<file path="config.mk">
export PLATFORM = sky130hd
export DESIGN_NAME = axi4lite_wdownsizer_flat
export DESIGN_NICKNAME = d
export VERILOG_FILES = /design/src/rtl/axi4lite_wdownsizer_if.sv /design/src/rtl/axi4lite_wdownsizer.sv /design/src/flat_wrapper.sv
export SDC_FILE = /design/constraint.sdc
export NUM_CORES = 1
export LEC_CHECK = 0
export ABC_AREA = 1
export BUFFER_PORTS_ARGS = -buffer_cell sky130_fd_sc_hd__buf_4
export CORE_AREA = 2 2 112 114
export CTS_BUF_LIST = sky130_fd_sc_hd__clkbuf_4 sky130_fd_sc_hd__clkbuf_8
export CTS_CLUSTER_DIAMETER = 60
export DETAILED_ROUTE_END_ITERATION = 8
export DIE_AREA = 0 0 114 116
export GPL_TIMING_DRIVEN = 0
export PLACE_DENSITY_LB_ADDON = 0.2
export SLEW_MARGIN = 10
export SYNTH_ARGS = -nofsm -noshare
export SYNTH_HDL_FRONTEND = slang
export SYNTH_SLANG_ARGS = --single-unit
</file>
<file path="constraint.sdc">
create_clock -name clk -period 1.99 [get_ports clk]
set_clock_uncertainty 0.1 [all_clocks]
set_input_delay 0.0995 -clock clk [delete_from_list [all_inputs] [get_ports clk]]
set_output_delay 0.0995 -clock clk [all_outputs]
set_load 0.02 [all_outputs]
</file>
<file path="src/rtl/axi4lite_wdownsizer_if.sv">
// AXI4-Lite write-channel bundle (AW, W, B) shared by the wide manager side
// and the narrow subordinate side of the downsizer.
interface axi4lite_wdownsizer_if #(
  parameter int ADDR_WIDTH = 32,
  parameter int DATA_WIDTH = 32
);
  logic [ADDR_WIDTH-1:0]   awaddr;
  logic                    awvalid;
  logic                    awready;
  logic [DATA_WIDTH-1:0]   wdata;
  logic [DATA_WIDTH/8-1:0] wstrb;
  logic                    wvalid;
  logic                    wready;
  logic [1:0]              bresp;
  logic                    bvalid;
  logic                    bready;

  modport master (
    output awaddr, awvalid, wdata, wstrb, wvalid, bready,
    input  awready, wready, bresp, bvalid
  );

  modport slave (
    input  awaddr, awvalid, wdata, wstrb, wvalid, bready,
    output awready, wready, bresp, bvalid
  );
endinterface

</file>
<file path="src/rtl/axi4lite_wdownsizer.sv">
// AXI4-Lite write downsizer: one wide manager write becomes up to RATIO narrow
// subordinate writes, issued one at a time, with a worst-case merged BRESP.
module axi4lite_wdownsizer #(
  parameter int ADDR_WIDTH     = 32,
  parameter int M_DATA_WIDTH   = 64,
  parameter int S_DATA_WIDTH   = 32,
  parameter bit SKIP_ZERO_STRB = 1'b1
) (
  input  logic                  clk,
  input  logic                  rst_n,
  axi4lite_wdownsizer_if.slave  m_bus,
  axi4lite_wdownsizer_if.master s_bus
);
  localparam int RATIO = M_DATA_WIDTH / S_DATA_WIDTH;
  localparam int MSB   = M_DATA_WIDTH / 8;
  localparam int SSB   = S_DATA_WIDTH / 8;
  localparam int CW    = $clog2(RATIO);
  localparam int IW    = CW + 1;
  localparam int MOFF  = $clog2(MSB);
  localparam int SOFF  = $clog2(SSB);

  localparam logic [2:0] IDLE  = 3'd0;
  localparam logic [2:0] SCAN  = 3'd1;
  localparam logic [2:0] ISSUE = 3'd2;
  localparam logic [2:0] BWAIT = 3'd3;
  localparam logic [2:0] RESP  = 3'd4;

  logic [2:0]              state_q, state_d;
  logic [ADDR_WIDTH-1:0]   awaddr_q, awaddr_d;
  logic [M_DATA_WIDTH-1:0] wdata_q, wdata_d;
  logic [MSB-1:0]          wstrb_q, wstrb_d;
  logic                    aw_held_q, aw_held_d, w_held_q, w_held_d;
  logic [IW-1:0]           idx_q, idx_d;
  logic [CW-1:0]           cur_q, cur_d;
  logic [1:0]              resp_q, resp_d;
  logic                    awv_q, awv_d, wv_q, wv_d;

  logic          found;
  logic [CW-1:0] sel;
  logic [1:0]    bmap;

  // Lowest beat at or after idx that should go out; iterate downwards so the
  // last assignment wins with the smallest index.
  always_comb begin
    found = 1'b0;
    sel   = '0;
    for (int k = RATIO - 1; k >= 0; k--) begin
      if (IW'(k) >= idx_q && (!SKIP_ZERO_STRB || wstrb_q[k*SSB +: SSB] != '0)) begin
        found = 1'b1;
        sel   = CW'(k);
      end
    end
  end

  // EXOKAY folds into OKAY so the numeric max ranks DECERR > SLVERR > OKAY.
  assign bmap = (s_bus.bresp == 2'b01) ? 2'b00 : s_bus.bresp;

  always_comb begin
    state_d   = state_q;
    awaddr_d  = awaddr_q;
    wdata_d   = wdata_q;
    wstrb_d   = wstrb_q;
    aw_held_d = aw_held_q;
    w_held_d  = w_held_q;
    idx_d     = idx_q;
    cur_d     = cur_q;
    resp_d    = resp_q;
    awv_d     = awv_q;
    wv_d      = wv_q;
    case (state_q)
      IDLE: begin
        if (m_bus.awvalid && !aw_held_q) begin
          awaddr_d  = m_bus.awaddr;
          aw_held_d = 1'b1;
        end
        if (m_bus.wvalid && !w_held_q) begin
          wdata_d  = m_bus.wdata;
          wstrb_d  = m_bus.wstrb;
          w_held_d = 1'b1;
        end
        if (aw_held_d && w_held_d) state_d = SCAN;
      end
      SCAN: begin
        if (found) begin
          cur_d   = sel;
          awv_d   = 1'b1;
          wv_d    = 1'b1;
          state_d = ISSUE;
        end else begin
          state_d = RESP;
        end
      end
      ISSUE: begin
        if (awv_q && s_bus.awready) awv_d = 1'b0;
        if (wv_q && s_bus.wready)   wv_d  = 1'b0;
        if ((!awv_q || s_bus.awready) && (!wv_q || s_bus.wready)) state_d = BWAIT;
      end
      BWAIT: begin
        if (s_bus.bvalid) begin
          resp_d  = (bmap > resp_q) ? bmap : resp_q;
          idx_d   = IW'(cur_q) + IW'(1);
          state_d = (cur_q == CW'(RATIO - 1)) ? RESP : SCAN;
        end
      end
      RESP: begin
        if (m_bus.bready) begin
          state_d   = IDLE;
          awaddr_d  = '0;
          wdata_d   = '0;
          wstrb_d   = '0;
          aw_held_d = 1'b0;
          w_held_d  = 1'b0;
          idx_d     = '0;
          cur_d     = '0;
          resp_d    = 2'b00;
        end
      end
      default: state_d = IDLE;
    endcase
  end

  always_ff @(posedge clk or negedge rst_n) begin
    if (!rst_n) begin
      state_q   <= IDLE;
      awaddr_q  <= '0;
      wdata_q   <= '0;
      wstrb_q   <= '0;
      aw_held_q <= 1'b0;
      w_held_q  <= 1'b0;
      idx_q     <= '0;
      cur_q     <= '0;
      resp_q    <= 2'b00;
      awv_q     <= 1'b0;
      wv_q      <= 1'b0;
    end else begin
      state_q   <= state_d;
      awaddr_q  <= awaddr_d;
      wdata_q   <= wdata_d;
      wstrb_q   <= wstrb_d;
      aw_held_q <= aw_held_d;
      w_held_q  <= w_held_d;
      idx_q     <= idx_d;
      cur_q     <= cur_d;
      resp_q    <= resp_d;
      awv_q     <= awv_d;
      wv_q      <= wv_d;
    end
  end

  // Beat address: wide-aligned base with the beat index in the lane-select bits.
  always_comb begin
    s_bus.awaddr = awaddr_q;
    s_bus.awaddr[MOFF-1:0] = '0;
    s_bus.awaddr[SOFF +: CW] = cur_q;
  end

  // Ready terms are gated by reset so every output reads 0 while rst_n is low.
  assign m_bus.awready = rst_n && state_q == IDLE && !aw_held_q;
  assign m_bus.wready  = rst_n && state_q == IDLE && !w_held_q;
  assign m_bus.bvalid  = state_q == RESP;
  assign m_bus.bresp   = resp_q;

  assign s_bus.awvalid = awv_q;
  assign s_bus.wvalid  = wv_q;
  assign s_bus.wdata   = wdata_q[cur_q*S_DATA_WIDTH +: S_DATA_WIDTH];
  assign s_bus.wstrb   = wstrb_q[cur_q*SSB +: SSB];
  assign s_bus.bready  = state_q == BWAIT;
endmodule

</file>
<file path="src/flat_wrapper.sv">
// flat-port wrapper written by rule: the top's interface ports become plain ports
module axi4lite_wdownsizer_flat 
#(
  parameter int ADDR_WIDTH     = 32,
  parameter int M_DATA_WIDTH   = 64,
  parameter int S_DATA_WIDTH   = 32,
  parameter bit SKIP_ZERO_STRB = 1'b1
)
  (clk, rst_n, m_bus_awaddr, m_bus_awvalid, m_bus_wdata, m_bus_wstrb, m_bus_wvalid, m_bus_bready, m_bus_awready, m_bus_wready, m_bus_bresp, m_bus_bvalid, s_bus_awaddr, s_bus_awvalid, s_bus_wdata, s_bus_wstrb, s_bus_wvalid, s_bus_bready, s_bus_awready, s_bus_wready, s_bus_bresp, s_bus_bvalid);
  axi4lite_wdownsizer_if #(.ADDR_WIDTH(ADDR_WIDTH), .DATA_WIDTH(64)) m_bus_i ();
  axi4lite_wdownsizer_if #(.ADDR_WIDTH(ADDR_WIDTH), .DATA_WIDTH(32)) s_bus_i ();
  input  logic clk;
  input  logic rst_n;
  input wire logic [$bits(m_bus_i.awaddr)-1:0] m_bus_awaddr;
  input wire logic [$bits(m_bus_i.awvalid)-1:0] m_bus_awvalid;
  input wire logic [$bits(m_bus_i.wdata)-1:0] m_bus_wdata;
  input wire logic [$bits(m_bus_i.wstrb)-1:0] m_bus_wstrb;
  input wire logic [$bits(m_bus_i.wvalid)-1:0] m_bus_wvalid;
  input wire logic [$bits(m_bus_i.bready)-1:0] m_bus_bready;
  output wire logic [$bits(m_bus_i.awready)-1:0] m_bus_awready;
  output wire logic [$bits(m_bus_i.wready)-1:0] m_bus_wready;
  output wire logic [$bits(m_bus_i.bresp)-1:0] m_bus_bresp;
  output wire logic [$bits(m_bus_i.bvalid)-1:0] m_bus_bvalid;
  output wire logic [$bits(s_bus_i.awaddr)-1:0] s_bus_awaddr;
  output wire logic [$bits(s_bus_i.awvalid)-1:0] s_bus_awvalid;
  output wire logic [$bits(s_bus_i.wdata)-1:0] s_bus_wdata;
  output wire logic [$bits(s_bus_i.wstrb)-1:0] s_bus_wstrb;
  output wire logic [$bits(s_bus_i.wvalid)-1:0] s_bus_wvalid;
  output wire logic [$bits(s_bus_i.bready)-1:0] s_bus_bready;
  input wire logic [$bits(s_bus_i.awready)-1:0] s_bus_awready;
  input wire logic [$bits(s_bus_i.wready)-1:0] s_bus_wready;
  input wire logic [$bits(s_bus_i.bresp)-1:0] s_bus_bresp;
  input wire logic [$bits(s_bus_i.bvalid)-1:0] s_bus_bvalid;
  assign m_bus_i.awaddr = m_bus_awaddr;
  assign m_bus_i.awvalid = m_bus_awvalid;
  assign m_bus_i.wdata = m_bus_wdata;
  assign m_bus_i.wstrb = m_bus_wstrb;
  assign m_bus_i.wvalid = m_bus_wvalid;
  assign m_bus_i.bready = m_bus_bready;
  assign m_bus_awready = m_bus_i.awready;
  assign m_bus_wready = m_bus_i.wready;
  assign m_bus_bresp = m_bus_i.bresp;
  assign m_bus_bvalid = m_bus_i.bvalid;
  assign s_bus_awaddr = s_bus_i.awaddr;
  assign s_bus_awvalid = s_bus_i.awvalid;
  assign s_bus_wdata = s_bus_i.wdata;
  assign s_bus_wstrb = s_bus_i.wstrb;
  assign s_bus_wvalid = s_bus_i.wvalid;
  assign s_bus_bready = s_bus_i.bready;
  assign s_bus_i.awready = s_bus_awready;
  assign s_bus_i.wready = s_bus_wready;
  assign s_bus_i.bresp = s_bus_bresp;
  assign s_bus_i.bvalid = s_bus_bvalid;
  axi4lite_wdownsizer #(.ADDR_WIDTH(ADDR_WIDTH), .M_DATA_WIDTH(M_DATA_WIDTH), .S_DATA_WIDTH(S_DATA_WIDTH), .SKIP_ZERO_STRB(SKIP_ZERO_STRB)) u_core (.clk(clk), .rst_n(rst_n), .m_bus(m_bus_i), .s_bus(s_bus_i));
endmodule
</file>
==> results of run 1 <==
[cells by family after synthesis]
family,Yosys count
AOI/OAI and AO/OA,144
and+or+nand+nor,215
DFF,113
buffers and inverters,165
other,1
adders and majority gates,2
[flip-flops by register name, summed over array words and instances, names as in the netlist]
register	cells
u_core.idx_q	2
u_core.w_held_q	1
u_core.awaddr_q	29
u_core.cur_q	1
u_core.wdata_q	64
u_core.wstrb_q	8
u_core.s_bus.wvalid	1
u_core.state_q	3
u_core.s_bus.awvalid	1
u_core.m_bus.bresp	2
u_core.aw_held_q	1
[metal layers]
metal / wire, µm / track usage, % / vias to the layer above
met5: 0 / 0 / -
li1: - / - / 2679
met4: 408 / 11.3 / 0
met1: 7230 / 34.1 / 2675
met2: 8870 / 46.5 / 257
met3: 1340 / 7.17 / 39
[timing repair]
action,CTS,global route
setup endpoints to repair,29,37
setup buffers,0,1
hold buffers,110,0
pin swaps,0,1
resized for setup,9,10
endpoints found under the hold margin,223,0
[layout by cell type, fill, tap and decap left out, drive strengths merged, types with 2 or more instances in the layout]
master,synthesis,routed
bufinv,0,3
clkbuf,21,36
nor3,4,4
clkinvlp,0,6
conb,1,2
nand3,108,108
inv,122,122
nor2,13,13
dlygate4sd3,0,110
o21ai,142,142
clkinv,0,6
ha,2,2
buf,22,210
dfrtp,113,113
nand2,88,88
[power by group through the flow]
| stage | Clock [mW] | Combinational, mW | Sequential (mW) |
|---|---|---|---|
| final | 2.23 | 4.84 | 3.78 |
| after global routing | 2.36 | 5.29 | 3.87 |
| after CTS | 2.26 | 4.78 | 3.76 |
| after detailed placement | 0 | 4.58 | 3.78 |
| after global placement | 0 | 4.45 | 3.75 |
| after floorplan | 0 | 2.38 | 3.98 |
[path summary, 6_finish.rpt]
check,start,endpoint,cells after the start
max in group asynchronous,rst_n,u_core.wdata_q[24],3
max reg2reg,u_core.state_q[1],u_core.awaddr_q[25],7
min,rst_n,u_core.m_bus.bresp[1],2
max,u_core.cur_q,s_bus_wdata[10],5
min in group clk,m_bus_wdata[17],u_core.wdata_q[17],4
min reg2reg,u_core.idx_q[0],u_core.idx_q[0],2
[worst register-to-register path, stage by stage, from the launching register on]
cell and delay [ps]:
dfrtp_1 490, nor3_4 310, buf_4 160, nand3_2 100, buf_2 220, buf_6 160, nand3_1 80, o21ai_1 90
[final cells by class]
| cell class | count | area, µm² |
|---|---|---|
| Buffer | 43 | 254 |
| Clock buffer | 17 | 234 |
| Clock inverter | 15 | 169 |
| Fill cell | 907 | 3490 |
| Inverter | 122 | 458 |
| Multi-Input combinational cell | 363 | 1770 |
| Sequential cell | 113 | 2830 |
| Tap cell | 147 | 184 |
| Timing Repair Buffer | 296 | 2520 |
[through the flow]
step / TNS [ps] / hold WS (ps) / utilization [%]
finish: 0 / 79.7 / 70.7
global route: -2.66 / 124 / 70.7
CTS: -19.0 / 104 / 70.6
detailed placement: -243 / 1.52 / 57.8
global placement: -48.1 / 242 / 57.6
floorplan: 0 / -296 / -
==> run metrics, run 1 <==
die area=between 0.01 and 0.015 mm²; drt pass-1 iters=5; Post-synth EDFFs=0; Post-synth ARST share=100%; antenna-violating nets left=0; Root Buffer=clkbuf_8; row count=40; initial core utilization=roughly 44%; IO buf count=roughly 180; R2R setup slack=160 ps; outcome=complete, no violations; post-synthesis cell count=640; crit end category=primary output; CP top delay family=buffers and inverters; Area Growth Syn to Fin=59.2%; Final setup viols=0; GRT Total Usage=27.6%; area of the mapped netlist=between 0.005 and 0.006 mm²; library cells used by synthesis=25; clock sinks=~110; Synth Register Bits=113; synth top area cells=dfrtp_1 53%, nand3_1 10%, inv_1 8.5%; required time of the worst setup path=around 1800 ps; f_max=~0.53 GHz; simple logic cell fraction of the synthesized area=19.2%; diodes inserted=0; H-tree depth=4; Num CTS Buffers=17; Synth Area in Adders=less than 1%; clk buf depth=2; Slew HR=around 65%; largest family of logic cells by synthesized area=simple AND/OR/NAND/NOR gates; share of layout cells above drive strength 1=between 20% and 30%; first-pass GRT wire length=about 28 mm; mux cell area share after synthesis=0%; slowest CP cell=dfrtp_2; maximum number of pins on one net before global-route repair=roughly 60; CTS clock-pin slew for the worst setup and hold paths=around 70 ps; Pins Over Slew Limit=0; Core ar.=about 0.012 mm²; most common cell in the synthesized netlist=inv_1; Yosys top cell area share=53.5%; non-filler cells, final=between 1000 and 1500; Comb pwr share=between 40% and 50%; Design Power=around 11 mW; pre-CTS WS=-51.1 ps; Hold/Removal Path Class=in2async; CP Buf/Inv Count=3; crit-path max cell delay=400 ps; final worst slack=90.2 ps; Synth Area in Compound Gates=between 10% and 20%; DRC errors left=0; Vias=5650; GR Overflow Total=0; Synth Area in XOR/XNOR=0%; MaxCap Viol Count=0; Crit path top cell by count=buf_4; fin crit period=1900 ps; sequential share of power=between 30% and 40%; Worst VDD drop=around 640 µV; Sw Ratio=between 40% and 50%; Avg Vias per Cell=slightly above 5; yosys warns=0; antenna violations before repair=0; Die Ht=between 100 and 150 µm; sw power=~4.4 mW; cell area after layout=~0.0084 mm²; average wire per standard cell=about 16 µm; vias in the first global route=5744; Clk network pwr share=between 20% and 30%; predominant post-synthesis flop cell=dfrtp_1; crit-path cells=buf_4 -> clkbuf_4 -> nand2_1 -> o21ai_0 -> buf_4; crit path kind=reg2out; DIE WIDTH=between 100 and 150 µm; Int Power=6.48 mW; DP HPWL=between 10 and 15 mm; GPL Wtd Cong=0.829; CTS tree=built; Total Wirelength=17.8 mm; WP data arrival=between 1500 and 2000 ps; Critical Path Fanout Max=10; clock latency at the later pin of the worst-skew pair=450 ps; DRT iter0 DRCs=between 300 and 400; Mean Syn Cell Area=8.26 µm²; Final Hold Fails=0; io pins=between 150 and 200; Pleak=4.36 nW; Power per Cell Area=between 1000 and 1500 mW/mm²; Worst setup SP type=register; register area share after synthesis=53.5%; Worst-Margin Slew=between 500 and 600 ps; dpl cells=around 970; area leader, netlist=dfrtp_1; nets=1072; final worst-path cycle share=a little over nine tenths; synth cell count leaders=120 x inv_1, 113 x dfrtp_1, 106 x nand3_1; DP Area=0.00689 mm²
Note: power is estimated with default switching activity, not from simulation.
==> run 2, diff against run 1 <==
--- a/config.mk
+++ b/config.mk
@@ -8,12 +8,13 @@
 export ABC_AREA = 1
 export BUFFER_PORTS_ARGS = -buffer_cell sky130_fd_sc_hd__buf_4
 export CORE_AREA = 2 2 112 114
-export CTS_BUF_LIST = sky130_fd_sc_hd__clkbuf_4 sky130_fd_sc_hd__clkbuf_8
+export CTS_BUF_LIST = sky130_fd_sc_hd__clkbuf_2
 export CTS_CLUSTER_DIAMETER = 60
 export DETAILED_ROUTE_END_ITERATION = 8
 export DIE_AREA = 0 0 114 116
 export GPL_TIMING_DRIVEN = 0
 export PLACE_DENSITY_LB_ADDON = 0.2
+export RECOVER_POWER = 100
 export SLEW_MARGIN = 10
 export SYNTH_ARGS = -nofsm -noshare
 export SYNTH_HDL_FRONTEND = slang
==> run 2 against run 1 <==
Compared with the run above:
- the run now ends with setup timing left
- combinational power increased by 18%
- count of clock-buffer cells in the layout unchanged
- maximum frequency shrank 6.7%
- critical endpoint is now s_bus_wstrb[1]
- largest cell class is now non-clock buffers
- largest power group unchanged
==> run metrics, run 2 (synthesized netlist as in run 1, its figures left out) <==
drt pass-1 iters=5; DIE WIDTH=approximately 110 µm; CTS clock-pin slew for the worst setup and hold paths=approximately 180 ps; worst setup path endpoint=s_bus_wstrb[1]; DRC errors left=0; Worst VDD drop=560 µV; FF-to-FF End=u_core.wdata_q[41]; dpl cells=973; Pins Over Slew Limit=0; TNS Setup=-632 ps; IO buf count=between 150 and 200; GR Overflow Total=0; antenna-violating nets left=0; Final setup viols=37; fin crit period=slightly above 2000 ps; first-pass GRT wire length=30.0 mm; MaxCap Viol Count=0; failing checks=setup timing; initial core utilization=~44%; die area=approximately 0.013 mm²; Pleak=~4.6 nW; Regs by FF count=u_core.wdata_q: 64 flops, u_core.awaddr_q: 29 flops, u_core.wstrb_q: 8 flops; Slew HR=~48%; GPL Wtd Cong=between 0.8 and 0.9; share of layout cells above drive strength 1=30.5%; nets=between 1000 and 1500; Root Buffer=clkbuf_2; crit-path max cell delay=approximately 520 ps; slowest CP cell=dfrtp_2; Design Power=roughly 11 mW; Die Ht=roughly 120 µm; Final Hold Fails=0; DP HPWL=roughly 11 mm; R2R setup slack=-20 ps; r2r worst-path depth=7; H-tree depth=4; Power per Cell Area=between 1000 and 1500 mW/mm²; RSZ-0062 raised after global routing=yes; max reg flops=64; Worst setup SP type=register; Area Growth Syn to Fin=67.1%; row count=40; GRT Total Usage=about 30%; pre-CTS WS=-51.1 ps; Most flops, register=u_core.wdata_q; CTS tree=built; crit end category=primary output; final worst slack=-46.0 ps; antenna violations before repair=0; Critical Path Fanout Max=6; Core ar.=0.0119 mm²; crit path launch=u_core.cur_q; maximum number of pins on one net before global-route repair=between 60 and 70; Worst-Margin Slew=781 ps; io pins=between 150 and 200; Avg Vias per Cell=5.20; Total Wirelength=a little under 20 mm; final worst-path cycle share=102%; Hold/Removal Path Class=in2reg; Vias=about 6000; crit path kind=reg2out; commonest cells after routing, fill and taps aside=141 x buf_4, 119 x inv_1, 111 x dlygate4sd3_1, 111 x dfrtp_1, 105 x nand3_1; Num CTS Buffers=17; Core Util, Final=roughly 74%; required time of the worst setup path=between 1500 and 2000 ps; average wire per standard cell=around 17 µm; crit-path cells=buf_8 -> clkbuf_16 -> nand2_2 -> o21ai_4 -> buf_6; commonest non-fill, non-tap cell in the layout=buf_4; non-filler cells, final=around 1100; clock latency at the later pin of the worst-skew pair=690 ps; clock sinks=around 110; outcome=finished, violations left; WP data arrival=~1800 ps; worst r2r src=u_core.state_q[0]; DRT iter0 DRCs=roughly 470; clk buf depth=2; f_max=0.491 GHz; vias in the first global route=6072
## run 2: cell types whose count changed in the layout (fill, tap and decap cells not counted), sizes merged
cell	previous run	this run
buf	210	183
clkbuf	36	84
diode	0	1
dlygate4sd3	110	111
## run 2: per-stage QoR
stage,hold WS [ps],area (µm²)
6_report,76.4,8840
5_1_grt,33.6,8840
4_1_cts,15.0,8780
3_5_place_dp,1.52,6890
3_3_place_gp,242,6860
2_1_floorplan,-296,5290
## run 2: how the worst min path moves through the flow
stage / from / to / slack [ps] / cells after the start
after global routing: m_bus_awaddr[22] / u_core.awaddr_q[22] / 30 / 4
after global placement: m_bus_wdata[7] / u_core.wdata_q[7] / 240 / 3
after detailed placement: rst_n / u_core.m_bus.bresp[1] / 2 / 1
after floorplan: rst_n / u_core.aw_held_q / -300 / 0
final: m_bus_wdata[17] / u_core.wdata_q[17] / 80 / 4
after CTS: m_bus_awaddr[28] / u_core.awaddr_q[28] / 20 / 4
## run 2: final cells by class
class / count / area [µm²]
Timing Repair Buffer: 318 / 2710
Tap cell: 147 / 184
Antenna cell: 1 / 2.50
Inverter: 122 / 460
Clock buffer: 17 / 85.1
Fill cell: 844 / 3070
Sequential cell: 113 / 2830
Multi-Input combinational cell: 363 / 2060
Clock inverter: 15 / 169
Buffer: 43 / 329
## run 2: per-layer routing
layer	part of all wire (%)	track usage, %	wire, µm
met3	7.3	6.96	1430
met2	51	50.0	9830
met5	0	0	0
met4	3.4	14.9	665
met1	39	35.6	7540
## run 2: power by group
group	switching [mW]	total [mW]	internal, mW
Combinational	3.27	5.73	2.46
Sequential	0.591	3.83	3.24
Clock	0.947	1.63	0.686
## run 2: critical path: cells and delay by family, from the launching register on
kind	cells	cell delay (ps)
AO/OA/AOI/OAI	1	70
AND/OR/NAND/NOR	1	80
buffers and inverters	3	470
flip-flops	1	520
## run 2: timing repair
item / 4_1_cts / 5_1_grt
pin swaps: 8 / 4
hold buffers: 112 / 0
cloned: 5 / 0
setup endpoints to repair: 40 / 40
gates resized for setup: 134 / 48
endpoints found under the hold margin: 226 / 0
setup buffers: 8 / 8
